### src/rtl/display_pkg.sv
// display_pkg -- shared definitions for the display update scheduler.
// Holds the default VGA 640x480@60 timing constants, the scheduler FSM
// state encoding and the requester identifiers used by the arbiter.
package display_pkg;

  // Visible area defaults
  localparam int H_ACTIVE_DEF = 640;
  localparam int V_ACTIVE_DEF = 480;

  // Remaining horizontal timing (pixels)
  localparam int H_FRONT = 16;
  localparam int H_SYNC  = 96;
  localparam int H_BACK  = 48;
  localparam int H_TOTAL = H_ACTIVE_DEF + H_FRONT + H_SYNC + H_BACK;

  // Remaining vertical timing (lines)
  localparam int V_FRONT = 10;
  localparam int V_SYNC  = 2;
  localparam int V_BACK  = 33;
  localparam int V_TOTAL = V_ACTIVE_DEF + V_FRONT + V_SYNC + V_BACK;

  // Scheduler FSM: shadow clean, shadow dirty, one-cycle copy to outputs
  typedef enum logic [1:0] {
    ST_IDLE    = 2'd0,
    ST_PENDING = 2'd1,
    ST_COMMIT  = 2'd2
  } sched_state_t;

  // Requester identities for the round-robin arbiter
  typedef enum logic {
    REQ_ELEV = 1'b0,
    REQ_PPL  = 1'b1
  } req_id_t;

endpackage

### src/rtl/rr_arbiter2.sv
// rr_arbiter2 -- two-requester round-robin arbiter (elevator / people).
// Ports:
//   pixel_clk  : clock
//   reset_n    : synchronous active-low reset; last_grant returns to REQ_PPL
//   enable     : when low no grant is issued and last_grant holds
//   req_elev   : elevator request
//   req_ppl    : people request
//   grant_elev : one-cycle elevator grant (combinational)
//   grant_ppl  : one-cycle people grant (combinational)
module rr_arbiter2
  import display_pkg::*;
(
  input  logic pixel_clk,
  input  logic reset_n,
  input  logic enable,
  input  logic req_elev,
  input  logic req_ppl,
  output logic grant_elev,
  output logic grant_ppl
);

  req_id_t last_grant;

  // On a tie the requester that was not granted last wins.
  always_comb begin
    grant_elev = 1'b0;
    grant_ppl  = 1'b0;
    if (enable) begin
      if (req_elev && req_ppl) begin
        if (last_grant == REQ_PPL) grant_elev = 1'b1;
        else                       grant_ppl  = 1'b1;
      end else begin
        grant_elev = req_elev;
        grant_ppl  = req_ppl;
      end
    end
  end

  always_ff @(posedge pixel_clk) begin
    if (!reset_n)        last_grant <= REQ_PPL;
    else if (grant_elev) last_grant <= REQ_ELEV;
    else if (grant_ppl)  last_grant <= REQ_PPL;
  end

endmodule

### src/rtl/display_update_scheduler.sv
// display_update_scheduler -- collects display writes from the elevator and
// people requesters into shadow registers and copies them to the committed
// display outputs only in the cycle after vblank-start, so a frame never
// shows a half-updated state.
//
// Configuration macro: PEOPLE_DATA_EN
//   defined   : people requester fully functional
//   undefined : ppl_req ignored, ppl_ack and people_data tied to 0
//
// Ports:
//   pixel_clk        : clock
//   reset_n          : synchronous active-low reset
//   horiz_count      : [9:0] horizontal position from the VGA timing generator
//   vert_count       : [9:0] vertical position from the VGA timing generator
//   elev_req         : elevator write request, held until elev_ack
//   elev_destination : [7:0] elevator destination write data
//   elev_sim_state   : [1:0] elevator simulation state write data
//   elev_ack         : one-cycle elevator acknowledge, data sampled this cycle
//   ppl_req          : people write request, held until ppl_ack
//   ppl_data         : [25:0] people write data
//   ppl_ack          : one-cycle people acknowledge, data sampled this cycle
//   destination      : [7:0] committed destination
//   sim_state        : [1:0] committed simulation state
//   people_data      : [25:0] committed people data
//   commit_pulse     : high for the single COMMIT cycle
//   update_pending   : shadow holds uncommitted data (state != IDLE)
//   frame_count      : [7:0] vblank-start counter, wraps 255 -> 0
module display_update_scheduler
  import display_pkg::*;
#(
  parameter int H_ACTIVE = H_ACTIVE_DEF,
  parameter int V_ACTIVE = V_ACTIVE_DEF
) (
  input  logic        pixel_clk,
  input  logic        reset_n,
  input  logic [9:0]  horiz_count,
  input  logic [9:0]  vert_count,
  input  logic        elev_req,
  input  logic [7:0]  elev_destination,
  input  logic [1:0]  elev_sim_state,
  output logic        elev_ack,
  input  logic        ppl_req,
  input  logic [25:0] ppl_data,
  output logic        ppl_ack,
  output logic [7:0]  destination,
  output logic [1:0]  sim_state,
  output logic [25:0] people_data,
  output logic        commit_pulse,
  output logic        update_pending,
  output logic [7:0]  frame_count
);

  localparam logic [9:0] V_START = 10'(V_ACTIVE);

  sched_state_t state, state_next;
  logic vblank_start;
  logic ack_enable;
  logic ppl_req_gated;
  logic grant_elev, grant_ppl;
  logic any_ack;

  logic [7:0] shadow_dest, shadow_dest_n;
  logic [1:0] shadow_sim,  shadow_sim_n;

  // The commit point depends only on the line count; the visible width
  // does not influence scheduling.
  logic unused_cfg;
  assign unused_cfg = H_ACTIVE[0];

  assign vblank_start = (vert_count == V_START) && (horiz_count == '0);

`ifdef PEOPLE_DATA_EN
  assign ppl_req_gated = ppl_req;
`else
  assign ppl_req_gated = 1'b0;
  logic unused_ppl;
  assign unused_ppl = ^{ppl_req, ppl_data};
`endif

  rr_arbiter2 u_arb (
    .pixel_clk  (pixel_clk),
    .reset_n    (reset_n),
    .enable     (ack_enable),
    .req_elev   (elev_req),
    .req_ppl    (ppl_req_gated),
    .grant_elev (grant_elev),
    .grant_ppl  (grant_ppl)
  );

  assign elev_ack = grant_elev;
  assign any_ack  = grant_elev | grant_ppl;

  // FSM state register
  always_ff @(posedge pixel_clk) begin
    if (!reset_n) state <= ST_IDLE;
    else          state <= state_next;
  end

  // FSM next state. An ack landing in the vblank-start cycle from IDLE goes
  // straight to COMMIT so that write still makes this frame's commit.
  always_comb begin
    state_next = state;
    case (state)
      ST_IDLE: begin
        if (any_ack) state_next = vblank_start ? ST_COMMIT : ST_PENDING;
      end
      ST_PENDING: begin
        if (vblank_start) state_next = ST_COMMIT;
      end
      ST_COMMIT: state_next = ST_IDLE;
      default:   state_next = ST_IDLE;
    endcase
  end

  // FSM outputs. Acks are blocked in COMMIT and while reset is asserted.
  always_comb begin
    ack_enable     = reset_n && (state != ST_COMMIT);
    commit_pulse   = (state == ST_COMMIT);
    update_pending = (state != ST_IDLE);
  end

  // Shadow next value: lets a write acked in the vblank-start cycle be
  // copied to the outputs on the same edge that enters COMMIT.
  always_comb begin
    shadow_dest_n = shadow_dest;
    shadow_sim_n  = shadow_sim;
    if (grant_elev) begin
      shadow_dest_n = elev_destination;
      shadow_sim_n  = elev_sim_state;
    end
  end

  always_ff @(posedge pixel_clk) begin
    if (!reset_n) begin
      shadow_dest <= '0;
      shadow_sim  <= '0;
    end else begin
      shadow_dest <= shadow_dest_n;
      shadow_sim  <= shadow_sim_n;
    end
  end

  // Committed outputs load on entry to COMMIT, visible during COMMIT.
  always_ff @(posedge pixel_clk) begin
    if (!reset_n) begin
      destination <= '0;
      sim_state   <= '0;
    end else if (state_next == ST_COMMIT) begin
      destination <= shadow_dest_n;
      sim_state   <= shadow_sim_n;
    end
  end

`ifdef PEOPLE_DATA_EN
  logic [25:0] shadow_ppl, shadow_ppl_n;

  assign ppl_ack = grant_ppl;

  always_comb begin
    shadow_ppl_n = shadow_ppl;
    if (grant_ppl) shadow_ppl_n = ppl_data;
  end

  always_ff @(posedge pixel_clk) begin
    if (!reset_n) shadow_ppl <= '0;
    else          shadow_ppl <= shadow_ppl_n;
  end

  always_ff @(posedge pixel_clk) begin
    if (!reset_n)                     people_data <= '0;
    else if (state_next == ST_COMMIT) people_data <= shadow_ppl_n;
  end
`else
  assign ppl_ack     = 1'b0;
  assign people_data = '0;
`endif

  always_ff @(posedge pixel_clk) begin
    if (!reset_n)          frame_count <= '0;
    else if (vblank_start) frame_count <= frame_count + 8'd1;
  end

endmodule

### config.mk
export PLATFORM = sky130hd
export DESIGN_NAME = display_update_scheduler
export DESIGN_NICKNAME = d
export VERILOG_FILES = /design/src/rtl/display_pkg.sv /design/src/rtl/rr_arbiter2.sv /design/src/rtl/display_update_scheduler.sv
export SDC_FILE = /design/constraint.sdc
export NUM_CORES = 1
export LEC_CHECK = 0
export ABC_AREA = 1
export CORE_MARGIN = 4
export CORE_UTILIZATION = 42
export CTS_BUF_LIST = sky130_fd_sc_hd__clkbuf_4 sky130_fd_sc_hd__clkbuf_8
export DETAILED_ROUTE_END_ITERATION = 6
export PLACE_DENSITY = 0.89
export SYNTH_ARGS = -nofsm -noshare
export SYNTH_HDL_FRONTEND = slang
export SYNTH_SLANG_ARGS = --single-unit
### constraint.sdc
create_clock -name pixel_clk -period 3.15 [get_ports pixel_clk]
set_input_delay 0.63 -clock pixel_clk [delete_from_list [all_inputs] [get_ports pixel_clk]]
set_output_delay 0.63 -clock pixel_clk [all_outputs]
set_load 0.01 [all_outputs]
==> flow_summary.ini, run 1 <==
[clock_network]
cts_made_buffers = 5
clk_latency_ns = 0.28
cts_tree = built
cts_resized = 0
cts_buffer_depth = 2
path_clk_slew_ns = 0.06
cts_htree_levels = 2
hold_buffers = 0
cts_root_buffer = clkbuf_8
cts_setup_buffers = 0
cts.sinks = 30

[critical_path]
path_delay_family = buffers and inverters
end_kind = output port
critPathSlowestCell = clkdlybuf4s50_1
worstSetupStartpointType = input pin
cpPeakStageDelay_ns = 0.61
path_buf_inv = 4
cp_max_fo = 5
r2r_setup_slack_ns = 1.59
worstPathArrival_ns = 2.10
crit_type = input pin to output port
critPathRequiredTime_ns = 2.52
crit_chain = clkdlybuf4s50_1 > nand2_2 > inv_1 > nand2_1 > inv_1 > clkdlybuf4s50_1

[final_layout]
utilization_pct = 58.3
drive_gt1_share_pct = 6.33
syn2layout_area_growth_pct = 32.0
nFillCells = 393
multiInputGateArea_um2 = 916
n_antenna_cell = 0
layout.area.seq_um2 = 601
nets = 392

[sta]
skew_ns = 0.00664
fin_crit_ns = 2.73
whs_ns = 0.486
post-route-worst-setup-slack_ns = 0.416
hold_viol = 0
rsz0062_at_grt = false
finalSetupViolCount = 0
fmax_mhz = 366
slew_violations = 0
finalCritPeriodShare_pct = 86.8
finalSetupTns_ns = 0

[global_routing]
grt_max_degree = 15
grt_pass1_wl_mm = 6.85
antenna_found_initial = 0
track_usage_pct = 15.6
grt_pass1_vias = 1657
grt-ovfl-total = 0

[die]
num_io_pins = 108
die_x_um = 73.6
coreArea_um2 = 4090
fp.dieH_um = 73.6
initial_core_util_pct = 44.2
dieArea_um2 = 5410
rows = 23

[power_and_ir_drop]
clock_power_share_pct = 41.8
power_switching_mw = 0.212
seqPwrFrac_pct = 43.8
power_frac_comb_pct = 14.4
p_leak_nw = 1.12
ir_worst_vdd_mv = 0.173
pwr_density_cell_nw_per_um2 = 375
swShare_pct = 23.8
p_int_mw = 0.681

[routing]
via_per_inst = 4.57
wl_per_cell_um = 10.9
drt_pre_antenna_iters = 4
ant_nets = 0
drcViolationCount = 0
vias = 1745
drt_iter0_markers = 99
wl_mm = 4.17

[synth]
syn_area_um2 = 1810
yosys.area_share.simple_pct = 40.5
synth_top_family_by_area = simple AND/OR/NAND/NOR gates
ys_seq_area_share_pct = 33.3
ys_seq_elements = 30
synth_compound_area_share_pct = 2.43
avgSynthCellArea_um2 = 6.54
synthXorXnorAreaFrac_pct = 1.46
synth_adder_area_share_pct = 0.693
yosysTopAreaCell = dfxtp_1
synthMuxAreaShare_pct = 0
ys_top_cells_by_area = dfxtp_1 33%, nand2_1 14%, buf_4 12%, nor2_1 12%, inv_1 7.3%
yosys_warnings = 0
yosysTopAreaCellShare_pct = 33.3
synthCells = 276
yosys.cell_types.count = 26

[outcome]
status = finished, final reports clean

[placed_design]
gp_congestion = 0.818
io_buffers = 53
dp_slack_ns = 0.439
place.detailed.hpwl_mm = 3.33

[min_path]
holdCritPathClass = flop to flop

[flow_run]
drv_cap = 0
logic make-up (layout without fill, tap and decap cells):
kind of cell | after synthesis | after routing
other cells | 1 | 27
xor+xnor | 3 | 3
flops | 30 | 30
fa+ha+maj | 1 | 1
compound gates | 8 | 8
buf+inv | 71 | 101
simple gates | 162 | 162
routing by layer:
metal / global-route usage (%) / up-vias / wire length (um)
li1: - / 894 / -
met1: 17.6 / 778 / 1760
met2: 27.5 / 65 / 2070
met3: 4.51 / 8 / 267
met4: 6.04 / 0 / 65
met5: 0 / - / 0
cell type report:
class / instances / share of cell area (%)
clock inverters: 3 / 1.68
well taps: 50 / 2.62
repair buffers: 57 / 23.5
inverters: 36 / 5.67
multi-input cells: 201 / 38.4
flip-flops and latches: 30 / 25.2
clock buffers: 5 / 2.89
power by group through the flow:
stage | sequential (mW) | combinational [mW] | clock [mW]
floorplan | 0.399 | 0.0955 | 0
global placement | 0.399 | 0.123 | 0
detailed placement | 0.400 | 0.127 | 0
CTS | 0.391 | 0.127 | 0.378
global route | 0.392 | 0.145 | 0.396
finish | 0.391 | 0.129 | 0.373
synthesized netlist by cell type, drive strengths merged:
library cell / count
nand2: 69
nor2: 63
inv: 36
buf: 34
dfxtp: 30
nand4: 12
nand3b: 10
nand3: 7
a21oi: 5
o21ai: 3
xor2: 2
clkbuf: 1
conb: 1
ha: 1
nor3: 1
xnor2: 1
worst paths after layout:
path | startpoint | endpoint | depth (start not counted)
max | reset_n | elev_ack | 6
max reg2reg | state[0] | destination[4] | 9
min reg2reg | destination[3] | destination[3] | 2
min | destination[3] | destination[3] | 2
state kept, by name (all words and copies together), names as in the netlist:
signal	flops
shadow_dest	8
shadow_sim	2
destination	8
sim_state	2
state	2
frame_count	8
layout by cell type, fill, tap and decap left out:
cell	n
a21oi_1	4
a21oi_2	1
buf_4	4
bufinv_16	1
clkbuf_8	5
clkdlybuf4s50_1	53
clkinv_2	2
conb_1	27
dfxtp_1	30
ha_1	1
inv_1	35
inv_2	1
nand2_1	68
nand2_2	1
nand3_1	6
nand3_4	1
nand3b_1	10
nand4_1	12
nor2_1	58
nor2_2	3
nor2_4	1
nor2_8	1
nor3_1	1
o21ai_0	3
xnor2_1	1
xor2_1	2
metrics by stage:
stage          area, um^2  instances  total power, mW
2_1_floorplan        1900        302            0.494
3_3_place_gp         2270        374            0.522
3_5_place_dp         2270        374            0.526
4_1_cts              2380        382            0.897
5_1_grt              2380        382            0.933
6_report             2380        382            0.893
worst register-to-register path: cells and delay by family (launching register included):
| kind | cells | cell delay (ns) |
|---|---|---|
| flip-flops | 1 | 0.30 |
| AND/OR/NAND/NOR | 7 | 0.86 |
| buffers and inverters | 2 | 0.30 |
Note: power is estimated with default switching activity, not from simulation.
==> run 2: changes to the inputs <==
- CORE_UTILIZATION: 42 -> 41
- PLACE_DENSITY: 0.89 -> 0.87
- SYNTH_HIERARCHICAL: unset -> 1
==> flow_summary.ini, run 2 <==
[outcome]
status = finished, final reports clean

[power_and_ir_drop]
p_leak_nw = 1.10
totalPowerFinal_mw = 0.844
seqPwrFrac_pct = 48.1
clock_power_share_pct = 36.4
power_switching_mw = 0.210
p_int_mw = 0.634
ir_worst_vdd_mv = 0.163
power_frac_comb_pct = 15.6
swShare_pct = 24.9
pwr_density_cell_nw_per_um2 = 358

[critical_path]
worstPathArrival_ns = 2.12
crit_type = input pin to output port
r2r_start = state[1]
end_kind = output port
r2r_setup_slack_ns = 1.27
worstReg2RegEnd = destination[7]
worstSetupStartpointType = input pin
critPathRequiredTime_ns = 2.52
cp_max_fo = 2
r2r_cells = 15

[synth]
ys_top_cells_by_area = dfxtp_1 35%, nand2_1 13%, nor2_1 13%, buf_4 11%, inv_1 6.8%
avgSynthCellArea_um2 = 6.49
yosys_warnings = 6
synthArstFlopShare_pct = 0
yosysTopAreaCellShare_pct = 35.1
ys_seq_area_share_pct = 35.1
synth_common_cells = 61 x nand2_1, 61 x nor2_1, 32 x inv_1
synth_edf_count = 0
syn_area_um2 = 1770
synth_ff_type = dfxtp_1
ys_seq_elements = 31
yosysTopAreaCell = dfxtp_1
synthCells = 273
yosys.cell_types.count = 23

[min_path]
holdCritPathClass = flop to flop
whs_endpoint = destination[4]
min_from = destination[4]
hold_path_depth = 2

[global_routing]
antenna_found_initial = 0
grt_pass1_wl_mm = 6.72
grt_pass1_vias = 1708
track_usage_pct = 15.7
grt-ovfl-total = 0
grt_max_degree = 22

[placed_design]
postPlaceCellArea_um2 = 2270
dp_slack_ns = 0.400
place_inst = 375
io_buffers = 53
gp_congestion = 0.822
place.detailed.hpwl_mm = 3.26

[die]
coreArea_um2 = 4090
die_x_um = 73.7
fp.dieH_um = 73.7
dieArea_um2 = 5430
initial_core_util_pct = 43.3
num_io_pins = 108
rows = 23

[routing]
drt_iter0_markers = 80
wirelength_met1_mm = 1.56
ant_nets = 0
dr_wl_met3_um = 388
vias = 1754
wl_per_cell_um = 10.6
drt_pre_antenna_iters = 5
via_per_inst = 4.58
highest_layer = met4
wl_mm = 4.06
wl_met2_mm = 2.00
drcViolationCount = 0

[final_layout]
nets = 393
layout.area.seq_um2 = 621
final_area_um2 = 2360
layout_common_cells = 61 x nand2_1, 61 x nor2_1, 53 x clkdlybuf4s50_1, 32 x inv_1, 31 x dfxtp_1
drive_gt1_share_pct = 7.21
final_cell_count_no_fill = 383
syn2layout_area_growth_pct = 33.2
n_antenna_cell = 0
nFillCells = 381
top_regs = destination: 8 flops, frame_count: 8 flops, shadow_dest: 8 flops
multiInputGateArea_um2 = 891

[sta]
finalSetupTns_ns = 0
skew_ns = 0.00481
finalSetupViolCount = 0
fmax_mhz = 364
post-route-worst-setup-slack_ns = 0.404
fin_crit_ns = 2.75
rsz0062_at_grt = false
slew_violations = 0
finalCritPeriodShare_pct = 87.2
hold_viol = 0

[flow_run]
drv_cap = 0

[clock_network]
cts_buffer_depth = 2
cts_resized = 0
cts_made_buffers = 5
cts_setup_buffers = 0
path_clk_slew_ns = 0.06
cts_root_buffer = clkbuf_8
cts.sinks = 31
hold_buffers = 0
cts_htree_levels = 2
clk_latency_ns = 0.28
cts_tree = built
[run 2: cell count changes in the layout (fill, tap and decap cells not counted), moves of 2 or more]
cell and change:
inv_2 +3, conb_1 +2, clkbuf_4 +2, nand2_1 -7
nor2_1 +3, o21ai_0 +10, nand3b_1 -10, a21oi_1 +2
inv_1 -3
[run 2: power by group through the flow]
stage	clock network (mW)	registers (mW)	logic, mW
final	0.307	0.406	0.131
after global routing	0.329	0.406	0.147
after CTS	0.314	0.406	0.129
after detailed placement	0	0.414	0.129
after global placement	0	0.414	0.125
after floorplan	0	0.413	0.0927
[run 2: logic make-up (layout without fill, tap and decap cells)]
group | count (synthesis) | after routing | share of synthesized area (%)
AOI/OAI and AO/OA | 19 | 19 | 5.37
and+or+nand+nor | 149 | 149 | 36.6
other | 1 | 29 | 0.212
DFF | 31 | 31 | 35.1
xor gates and xnor gates | 3 | 3 | 1.48
adders and majority gates | 1 | 1 | 0.707
buffers and inverters | 69 | 101 | 20.6
[run 2: worst max-delay path by stage]
stage / startpoint / to / slack, ns / depth (start not counted)
after detailed placement: reset_n / elev_ack / 0.40 / 8
after global routing: reset_n / elev_ack / 0.30 / 8
after global placement: reset_n / elev_ack / 0.44 / 8
final: reset_n / elev_ack / 0.40 / 8
after CTS: reset_n / elev_ack / 0.39 / 8
after floorplan: reset_n / destination[0] / 1.06 / 13
[run 2: cell type report]
type / count / area share [%]
Clock inverter: 1 / 0.212
Timing Repair Buffer: 57 / 23.8
Clock buffer: 7 / 3.55
Sequential cell: 31 / 26.3
Multi-Input combinational cell: 201 / 37.8
Tap cell: 50 / 2.65
Inverter: 36 / 5.73
[run 2: worst max-delay path, stage by stage]
cell and delay (ns):
clkdlybuf4s50_1 0.49, inv_1 0.07, nor2_1 0.15, nand2_1 0.08, inv_2 0.05, nand2_2 0.05
inv_1 0.07, clkdlybuf4s50_1 0.53
[run 2: stage by stage]
stage                     hold slack, ns  utilization (%)
after global routing               0.504             57.7
after detailed placement           0.475             55.5
after global placement             0.463             55.5
after floorplan                    0.468                -
after CTS                          0.488             57.7
final                              0.482             57.7
[run 2: layer usage]
metal	vias up	GRT usage, %
met4	0	8.65
met3	12	5.47
li1	902	-
met2	73	26.8
met5	-	0
met1	767	16.7
